===== config.mk =====
export PLATFORM = sky130hd
export DESIGN_NAME = safecrack_supervisor
export DESIGN_NICKNAME = d
export VERILOG_FILES = /design/src/rtl/safecrack_supervisor.sv
export SDC_FILE = /design/constraint.sdc
export NUM_CORES = 1
export LEC_CHECK = 0
export ABC_AREA = 0
export CELL_PAD_IN_SITES_DETAIL_PLACEMENT = 1
export CELL_PAD_IN_SITES_GLOBAL_PLACEMENT = 2
export CORE_ASPECT_RATIO = 0.9
export CORE_UTILIZATION = 25
export DETAILED_ROUTE_END_ITERATION = 6
export HOLD_SLACK_MARGIN = 0.02
export PLACE_DENSITY = 0.66
export SLEW_MARGIN = 10
export SYNTH_ARGS = -nofsm -noshare
export SYNTH_HDL_FRONTEND = slang
export SYNTH_SLANG_ARGS = --single-unit
export TNS_END_PERCENT = 30

===== constraint.sdc =====
create_clock -name clk -period 3.09 [get_ports clk]
set_input_delay 0.4635 -clock clk [delete_from_list [all_inputs] [get_ports clk]]
set_output_delay 0.4635 -clock clk [all_outputs]
set_load 0.01 [all_outputs]

===== src/rtl/safecrack_supervisor.sv =====
// Supervisor for the safecrack lock FSM: gates buttons, owns the combination,
// counts consecutive failures and enforces a timed lockout.
module safecrack_supervisor #(
  parameter int unsigned CLK_FREQ_HZ  = 50_000_000,
  parameter int unsigned LOCKOUT_S    = 10,
  parameter int unsigned MAX_FAILS    = 3,
  parameter logic [5:0]  DEFAULT_CODE = 6'b10_01_00
) (
  input  logic       clk,
  input  logic       rstn,
  input  logic [2:0] btn,
  input  logic       prog_req,
  input  logic       lock_success,
  input  logic       lock_error,
  output logic [2:0] btn_to_lock,
  output logic [5:0] code,
  output logic       lockout,
  output logic [1:0] fail_cnt,
  output logic       prog_active,
  output logic [1:0] prog_digit
);

  localparam int unsigned LOCK_CYC   = LOCKOUT_S * CLK_FREQ_HZ;
  localparam int unsigned TIMER_W    = (LOCK_CYC > 1) ? $clog2(LOCK_CYC) : 1;
  localparam logic [TIMER_W-1:0] TIMER_LOAD = TIMER_W'(LOCK_CYC - 1);
  localparam logic [1:0] MAX_F = 2'(MAX_FAILS);

  typedef enum logic [1:0] {
    ST_IDLE    = 2'b00,
    ST_PROG    = 2'b01,
    ST_LOCKOUT = 2'b10
  } state_t;

  state_t               state, state_nxt;
  logic [5:0]           code_nxt;
  logic [5:0]           shadow, shadow_nxt;
  logic [2:0]           btn_lock_nxt;
  logic [1:0]           fail_nxt;
  logic [1:0]           digit_nxt;
  logic                 auth, auth_nxt;
  logic                 release_wait, rw_nxt;
  logic [TIMER_W-1:0]   timer, timer_nxt;
  logic [2:0]           btn_prev;
  logic                 prog_prev;
  logic [2:0]           press;
  logic                 prog_rise;

  function automatic logic [1:0] sat_inc(input logic [1:0] v);
    if (v >= MAX_F) return MAX_F;
    return v + 2'd1;
  endfunction

  function automatic logic [1:0] onehot_idx(input logic [2:0] v);
    if (v[0]) return 2'd0;
    if (v[1]) return 2'd1;
    return 2'd2;
  endfunction

  assign press       = ~btn & ~btn_prev;
  assign prog_rise   = prog_req & ~prog_prev;
  assign lockout     = (state == ST_LOCKOUT);
  assign prog_active = (state == ST_PROG);

  always_comb begin
    state_nxt    = state;
    code_nxt     = code;
    shadow_nxt   = shadow;
    btn_lock_nxt = 3'b111;
    fail_nxt     = fail_cnt;
    digit_nxt    = prog_digit;
    auth_nxt     = auth;
    rw_nxt       = release_wait;
    timer_nxt    = timer;
    // A fully released keypad ends masking; an exit below re-arms it.
    if (btn == 3'b111) rw_nxt = 1'b0;
    case (state)
      ST_IDLE: begin
        if (!release_wait) btn_lock_nxt = btn;
        if (lock_error) begin
          fail_nxt = sat_inc(fail_cnt);
          auth_nxt = 1'b0;
          if (sat_inc(fail_cnt) == MAX_F) begin
            state_nxt = ST_LOCKOUT;
            timer_nxt = TIMER_LOAD;
          end
        end else begin
          if (lock_success) begin
            fail_nxt = 2'd0;
            auth_nxt = 1'b1;
          end
          if (prog_rise && auth) begin
            state_nxt = ST_PROG;
            digit_nxt = 2'd0;
          end
        end
      end
      ST_PROG: begin
        if (!prog_req) begin
          state_nxt = ST_IDLE;
          auth_nxt  = 1'b0;
          digit_nxt = 2'd0;
          rw_nxt    = 1'b1;
        end else if ($onehot(press)) begin
          case (prog_digit)
            2'd0: begin
              shadow_nxt[1:0] = onehot_idx(press);
              digit_nxt       = 2'd1;
            end
            2'd1: begin
              shadow_nxt[3:2] = onehot_idx(press);
              digit_nxt       = 2'd2;
            end
            default: begin
              // Whole combination switches at once so the lock never sees a mix.
              code_nxt  = {onehot_idx(press), shadow[3:0]};
              auth_nxt  = 1'b0;
              fail_nxt  = 2'd0;
              digit_nxt = 2'd0;
              state_nxt = ST_IDLE;
              rw_nxt    = 1'b1;
            end
          endcase
        end
      end
      ST_LOCKOUT: begin
        if (timer == '0) begin
          state_nxt = ST_IDLE;
          fail_nxt  = 2'd0;
          rw_nxt    = 1'b1;
        end else begin
          timer_nxt = timer - 1'b1;
        end
      end
      default: begin
        state_nxt = ST_IDLE;
        fail_nxt  = 2'd0;
        digit_nxt = 2'd0;
        auth_nxt  = 1'b0;
        rw_nxt    = 1'b0;
        timer_nxt = '0;
      end
    endcase
  end

  always_ff @(posedge clk) begin
    if (!rstn) begin
      state        <= ST_IDLE;
      code         <= DEFAULT_CODE;
      btn_to_lock  <= 3'b111;
      fail_cnt     <= 2'd0;
      prog_digit   <= 2'd0;
      auth         <= 1'b0;
      release_wait <= 1'b0;
      timer        <= '0;
      btn_prev     <= 3'b000;
      prog_prev    <= 1'b0;
    end else begin
      state        <= state_nxt;
      code         <= code_nxt;
      btn_to_lock  <= btn_lock_nxt;
      fail_cnt     <= fail_nxt;
      prog_digit   <= digit_nxt;
      auth         <= auth_nxt;
      release_wait <= rw_nxt;
      timer        <= timer_nxt;
      btn_prev     <= ~btn;
      prog_prev    <= prog_req;
    end
  end

  // Shadow digits are only read after being written in the same PROG session.
  always_ff @(posedge clk) begin
    shadow <= shadow_nxt;
  end

endmodule


### Yosys cells after proc, flatten, opt, wreduce, memory -nomap -nowiden

Index checks and enable logic that the tools add are counted.

| word-level totals | value |
|---|---|
| bits in registers | 54 |
| latch bits | 0 |
| memory bits (writable) | 0 |
| bits in read-only memories | 0 |
| bits of input ports | 8 |
| output and inout port bits | 15 |
| memories | 0 |

| cells by class | value |
|---|---|
| $add $sub $neg | 4 |
| multiply operators | 0 |
| div/mod/pow operators | 0 |
| $lt $le $gt $ge | 1 |
| eq/ne operators | 20 |
| shifts and indexed selects | 0 |
| muxes and demuxes | 78 |
| bitwise operators | 10 |
| reductions and logical operators | 14 |

Operator list:

| kind | number |
|---|---|
| $mux W29 | 3 |
| $pmux W29 S3 | 1 |
| $mux W2 | 26 |
| $mux W1 | 42 |
| $logic_not A29 Y1 | 1 |
| $sub A29 B1 Y29 const B | 1 |
| $reduce_and A4 Y1 | 6 |
| $pmux W2 S3 | 3 |
| $ne A2 B2 Y1 const B | 7 |
| $ne A3 B3 Y1 const B | 4 |
| $reduce_and A5 Y1 | 2 |
| $eq A2 B1 Y1 const B | 3 |
| $not A1 Y1 | 6 |
| $not A3 Y3 | 2 |
| $pmux W1 S3 | 2 |
| $eq A2 B2 Y1 const B | 2 |
| $logic_not A2 Y1 | 2 |
| $ne A2 B1 Y1 const B | 2 |
| $pmux W2 S2 | 1 |
| $and A3 B3 Y3 | 1 |
| $eq A3 B3 Y1 const B | 1 |
| $ne A3 B2 Y1 const B | 1 |
| $reduce_or A3 Y1 | 1 |
| $add A1 B1 Y2 | 1 |
| other kinds (6) | 6 |

### Longest topological paths before layout

Gate-level depths: netlist of the first run.

| logic depth | value |
|---|---|
| depth after elaboration | 15 |
| depth in mapped cells | 8 |
| gate-level depth less buffers | 7 |

### Worst setup path after synthesis of the first run

No wires, ideal clock.

| path | value |
|---|---|
| kind | register to register |
| start point | register timer[0] |
| end point | register timer[20] |
| library setup time | 0.059 ns |
| arrival | 2.131 ns |
| slack | 0.900 ns |
| stages on the path, launching flop included | 8 |
| cells stage by stage | dfxtp_1 > inv_1 > ha_1 > nor3b_1 > nand3_2 > or4_1 > or4_1 > nand2_1 |

| on the way | value |
|---|---|
| cells in the longest elaborated chain, start to end | 3 |

RTL lines:

| element | line | text |
|---|---|---|
| start, declared | 42 | `logic [TIMER_W-1:0] timer, timer_nxt;` |
| start signal, assigned | 165 | `timer <= timer_nxt;` |
| $sub A29 B1 Y29 / $logic_not A29 Y1 (equally long branches) | 131, 126 |  |
| $mux W29 / $ne A2 B2 Y1 (equally long branches) | - |  |
| $pmux W29 S3 / $reduce_and A4 Y1 (equally long branches) | - |  |

Several ways; a longest one is shown, not always the timed one. The select of a mux whose other input is x is not followed.
A chain may end at the register's enable or synchronous reset.

### Final worst setup path of the first run

| path | value |
|---|---|
| start point | register timer[0] |
| end point | register timer[3] |

The elaborated chain is that of the path after synthesis.

==> impl_metrics.py, run 1 <==
metrics = {
    "synthesis": {
        "ys_ff_latch": 54,
        "ys_seq_area_frac": 0.404,
        "syn-cell-area_sq_mm": 0.00278,
        "synth_cells": 312,
        "synthDistinctLibCells": 64,
        "synth_edf_count": 4,
        "synth_ff_type": "dfxtp_1",
        "synth_nets": 323,
        "yosysWarnings": 0,
        "async_reset_ff_frac": 0,
        "syn_avg_cell_area_sq_um": 8.90,
    },
    "global_routing": {
        "gr-max-usage-layer": "met2",
        "grt_pass1_wl_microns": 13900,
        "grt-ovfl-total": 0,
        "grtUsageMet3": 0.0267,
        "grt_max_degree": 23,
        "antenna_found_initial": 0,
        "use_met1": 0.224,
        "gr-usage-all-layers": 0.156,
        "first_global_vias": 2515,
        "use_met2": 0.240,
    },
    "floorplan": {
        "dieArea_sq_mm": 0.0115,
        "rows": 36,
        "die_w_microns": 113,
        "initial_utilization": 0.257,
        "die_h_microns": 102,
        "io_pins": 23,
        "coreArea_sq_mm": 0.0108,
    },
    "clocking": {
        "cts_tree": "done",
        "path_clk_slew_ns": 0.07,
        "cts_hold_buf": 0,
        "cts_sinks": 54,
        "cts-htree-levels": 2,
        "cts_resized": 0,
        "clk_latency_ns": 0.30,
        "cts_setup_buffers": 0,
        "cts-buffers-inserted": 5,
        "cts_root_buf": "clkbuf_16",
        "cts_buffer_depth": 2,
    },
    "detailed_routing": {
        "routed_wl_microns": 8490,
        "num_vias": 2558,
        "dr.pass1.iters": 6,
        "wl_per_cell_microns": 17.8,
        "via_per_inst": 5.36,
        "drtAntennaViolNets": 0,
        "drt_iter0_markers": 135,
        "drc": 0,
    },
    "outcome": {
        "status": "completed",
    },
    "timing": {
        "worstMarginPinSlew_ns": 0.648,
        "clock_skew_ns": 0.00778,
        "slew_headroom": 0.562,
        "setup_viol": 0,
        "worst_slack_ns": 0.405,
        "clock.fmax_mhz": 373,
        "maxSlewViolCount": 0,
        "setup_tns_ns": 0,
        "fin_crit_sh": 0.869,
        "rsz0062_at_grt": "false",
        "hold_viol_final": 0,
        "holdWs_ns": 0.466,
        "period_needed_ns": 2.68,
    },
    "cells_and_area": {
        "area_growth_pct": 20.9,
        "antenna_cells": 0,
        "final_common_cell": "dfxtp_1",
        "utilization": 0.311,
        "fillers": 1280,
        "num-nets-final": 354,
        "most-common-layout-cells": "50 x dfxtp_1, 23 x nor2_1, 23 x nand2_1",
        "drive_gt1_frac": 0.128,
    },
    "worst_setup_path": {
        "rr_worst_depth": 7,
        "cp.required_ns": 3.33,
        "critPathArrivalTime_ns": 2.92,
        "rrSetupSlack_ns": 0.41,
        "r2r_end": "timer[3]",
        "end_kind": "register",
        "crit_type": "register to register",
        "startpoint_type": "register",
        "worstPathMaxFanout": 13,
        "r2r_start": "timer[0]",
    },
    "worst_hold_path": {
        "min_path_cells": 2,
        "hp-class": "register to register",
        "hp-start": "shadow[2]",
        "hold_end": "code[2]",
    },
    "pwr": {
        "p_leak_nw": 1.32,
        "ir_drop_v": 0.000235,
        "p_per_area_mw_per_mm2": 610,
    },
    "flow_run": {
        "maxCapViolCount": 0,
    },
    "placement": {
        "gp_congestion": 0.768,
        "io_buffers": 22,
        "pre_cts_ws_ns": 0.436,
        "hpwlAfterDp_microns": 6170,
    },
}
[state kept, by name, summed over array words and instances (netlist names), 2 cells and up]
register / count
fail_cnt: 2
shadow: 4
btn_prev: 3
state: 2
code: 6
timer: 29
btn_to_lock: 3
prog_digit: 2
[where the power goes]
part / switching [mW] / total, mW / internal, mW / leakage [nW]
sequential: 0.0455 / 0.786 / 0.740 / 0.443
combinational: 0.434 / 0.697 / 0.262 / 0.807
clock: 0.267 / 0.564 / 0.297 / 0.0672
total: 0.747 / 2.05 / 1.30 / 1.32
[synth_stat cells, drive strengths merged (2+ instances only)]
| master | n | area [sq um] |
|---|---|---|
| nand2 | 23 | 86.3 |
| or4 | 12 | 92.6 |
| nand4 | 3 | 33.8 |
| edfxtp | 4 | 120 |
| and2 | 2 | 13.8 |
| o22ai | 6 | 37.5 |
| inv | 8 | 30.0 |
| or2 | 2 | 12.5 |
| or3 | 9 | 56.3 |
| nand3 | 10 | 67.6 |
| o211ai | 3 | 22.5 |
| nor4b | 2 | 23.8 |
| o21a | 4 | 30.0 |
| nor2 | 24 | 97.6 |
| a211o | 2 | 17.5 |
| a22o | 6 | 52.6 |
| nand3b | 3 | 22.5 |
| nor3 | 10 | 60.1 |
| buf | 6 | 31.3 |
| o31ai | 9 | 81.3 |
| o31a | 3 | 26.3 |
| nor4 | 15 | 136 |
| clkbuf | 6 | 22.5 |
| a211oi | 2 | 15.0 |
| xnor2 | 2 | 17.5 |
| a221o | 2 | 20.0 |
| o21ai | 22 | 110 |
| ha | 2 | 25.0 |
| dfxtp | 50 | 1000 |
| a31oi | 8 | 50.1 |
| a21o | 9 | 67.6 |
| nand2b | 5 | 31.3 |
| nor2b | 2 | 12.5 |
| nor3b | 2 | 15.0 |
| a21oi | 20 | 100 |
[routing by layer]
layer,routed length (microns),vias to the layer above
met5,0,-
met4,68,0
met3,289,9
met2,3780,31
met1,4350,1255
li1,-,1263
[critical path, stage by stage (launching register included)]
cell and delay (ns):
dfxtp_1 0.35, inv_1 0.14, ha_1 0.19, nor4b_1 0.55, nand4_4 0.26, o31a_1 0.49, nor2_4 0.41, a221o_1 0.23
[per-stage QoR]
stage          power, mW  instances  cell area [sq um]
3_3_place_gp        1.50        469               3220
6_report            2.05        477               3360
2_1_floorplan       1.25        312               2780
4_1_cts             2.07        477               3360
3_5_place_dp        1.50        469               3220
5_1_grt             2.17        477               3360
[cell families after synthesis]
group | count (synthesis) | synth area share
AO/OA/AOI/OAI | 103 | 0.249
XOR/XNOR | 2 | 0.00631
adder cells (fa/ha/maj) | 3 | 0.0162
buffers and inverters | 20 | 0.0302
flip-flops | 54 | 0.404
AND/OR/NAND/NOR | 130 | 0.295
[layout make-up]
type	instances	area [sq um]	area share
clock inverter	3	16.3	0.00485
multi-input combinational	238	1570	0.469
timing repair buffer	36	325	0.0969
tap	133	166	0.0496
inverter	8	30.0	0.00895
clock buffer	5	125	0.0373
sequential	54	1120	0.334
[worst max-delay path by stage]
stage | endpoint | slack [ns] | cells after the start | start
after global placement | timer[3] | 0.48 | 7 | timer[0]
final | timer[3] | 0.41 | 7 | timer[0]
after floorplan | timer[20] | 0.90 | 7 | timer[0]
after detailed placement | timer[3] | 0.44 | 7 | timer[0]
after CTS | timer[3] | 0.39 | 7 | timer[0]
after global routing | timer[23] | 0.23 | 7 | timer[0]
(Power assumes the default switching activity.)
==> inputs of run 2 (changes only) <==
Settings changed: CORE_MARGIN set to 3.
==> impl_metrics.py, run 2 (synthesis results as in run 1) <==
metrics = {
    "placement": {
        "io_buffers": 22,
        "dp.cells": 487,
        "gp_congestion": 0.792,
        "post_dp_cell_area_sq_mm": 0.00326,
        "hpwlAfterDp_microns": 6340,
    },
    "global_routing": {
        "gr-usage-all-layers": 0.147,
        "grt_max_degree": 17,
        "first_global_vias": 2568,
        "antenna_found_initial": 0,
        "grt-ovfl-total": 0,
        "grt_pass1_wl_microns": 14300,
    },
    "cells_and_area": {
        "utilization": 0.322,
        "antenna_cells": 0,
        "reg_top3": "timer: 29 flops, code: 6 flops, shadow: 4 flops",
        "drive_gt1_frac": 0.135,
        "design_area_sq_mm": 0.00340,
        "area_growth_pct": 22.4,
        "regMostFlops": "timer",
        "layout.cells.non_filler": 495,
        "num-nets-final": 357,
        "most-common-layout-cells": "50 x dfxtp_1, 23 x nor2_1, 23 x nand2_1",
        "largest_register_ffs": 29,
        "fillers": 1246,
        "final_common_cell": "dfxtp_1",
    },
    "clocking": {
        "cts_sinks": 54,
        "clk_latency_ns": 0.30,
        "cts_buffer_depth": 2,
        "cts_setup_buffers": 0,
        "cts-htree-levels": 2,
        "cts_root_buf": "clkbuf_16",
        "cts_tree": "done",
        "path_clk_slew_ns": 0.07,
        "cts_hold_buf": 0,
        "cts_resized": 0,
        "cts-buffers-inserted": 5,
    },
    "timing": {
        "fin_crit_sh": 0.860,
        "slew_headroom": 0.597,
        "maxSlewViolCount": 0,
        "worstMarginPinSlew_ns": 0.599,
        "setup_tns_ns": 0,
        "clock.fmax_mhz": 376,
        "clock_skew_ns": 0.00333,
        "setup_viol": 0,
        "period_needed_ns": 2.66,
        "hold_viol_final": 0,
        "rsz0062_at_grt": "false",
    },
    "worst_setup_path": {
        "cp.required_ns": 2.63,
        "critPathArrivalTime_ns": 2.19,
        "crit_type": "register to primary output",
        "startpoint_type": "register",
        "worstPathMaxFanout": 15,
        "r2r_start": "timer[0]",
        "end_kind": "primary output",
        "rrSetupSlack_ns": 0.56,
        "startpoint": "state[1]",
    },
    "floorplan": {
        "die_h_microns": 106,
        "dieArea_sq_mm": 0.0124,
        "coreArea_sq_mm": 0.0106,
        "die_w_microns": 117,
        "io_pins": 23,
        "rows": 35,
        "initial_utilization": 0.263,
    },
    "pwr": {
        "combPwrFrac": 0.348,
        "power_frac_clock": 0.275,
        "power_switching_mw": 0.762,
        "switching_share": 0.366,
        "ir_drop_v": 0.000203,
        "pwr-share-seq": 0.377,
        "power.internal_mw": 1.32,
        "p_leak_nw": 1.33,
        "p_per_area_mw_per_mm2": 612,
    },
    "detailed_routing": {
        "via_per_inst": 5.22,
        "num_vias": 2586,
        "wl_per_cell_microns": 17.7,
        "drt_iter0_markers": 140,
        "dr.pass1.iters": 4,
        "drtAntennaViolNets": 0,
        "routed_wl_microns": 8780,
        "drc": 0,
    },
    "outcome": {
        "status": "completed",
    },
    "worst_hold_path": {
        "hp-start": "shadow[2]",
        "hp-class": "register to register",
    },
    "flow_run": {
        "maxCapViolCount": 0,
    },
}
[run 2: changes by cell type in the layout (fill, tap and decap cells not counted)]
cell,delta
buf_4,+3
clkinv_1,-1
clkinv_4,+1
clkinvlp_4,-1
clkbuf_1,+1
[run 2: layer usage]
metal  GRT usage  up-vias  wire [microns]
met1       0.225     1275            4680
li1            -     1269               -
met3      0.0290       10             232
met4      0.0295        0              86
met5           0        -               0
met2       0.212       32            3790
[run 2: final cells by class]
class,instances,area (sq um),area share
multi-input combinational,238,1570,0.463
clock inverter,2,13.8,0.00405
inverter,8,30.0,0.00883
timing repair buffer,39,348,0.102
clock buffer,6,129,0.0379
sequential,54,1120,0.330
tap,148,185,0.0545
[run 2: power by group through the flow]
stage               logic, mW  clock network [mW]  registers (mW)
finish                  0.725               0.572           0.785
global route            0.787               0.623           0.793
global placement        0.719                   0           0.800
CTS                     0.724               0.589           0.785
floorplan               0.459                   0           0.791
detailed placement      0.720                   0           0.801
[run 2: final timing paths]
kind	endpoint	depth (start not counted)
max	lockout	3
min	code[2]	2
max reg2reg	timer[22]	9
min reg2reg	code[2]	2
[run 2: critical path: stages (launching register included)]
cell and delay, ns:
dfxtp_1 0.62, inv_1 0.28, nor2_1 0.38, clkdlybuf4s50_1 0.61
[run 2: per-stage QoR]
step | total power [mW] | hold WS (ns) | worst slack, ns
global route | 2.20 | 0.519 | 0.281
detailed placement | 1.52 | 0.466 | 0.462
floorplan | 1.25 | 0.433 | 0.900
global placement | 1.52 | 0.458 | 0.510
CTS | 2.10 | 0.483 | 0.452
finish | 2.08 | 0.476 | 0.432
==> inputs of run 3 (changes only) <==
Settings changed: SLEW_MARGIN 10 to 20.
==> results of run 3 <==
The final DEF is identical to that of run 2; final timing and power are the same.
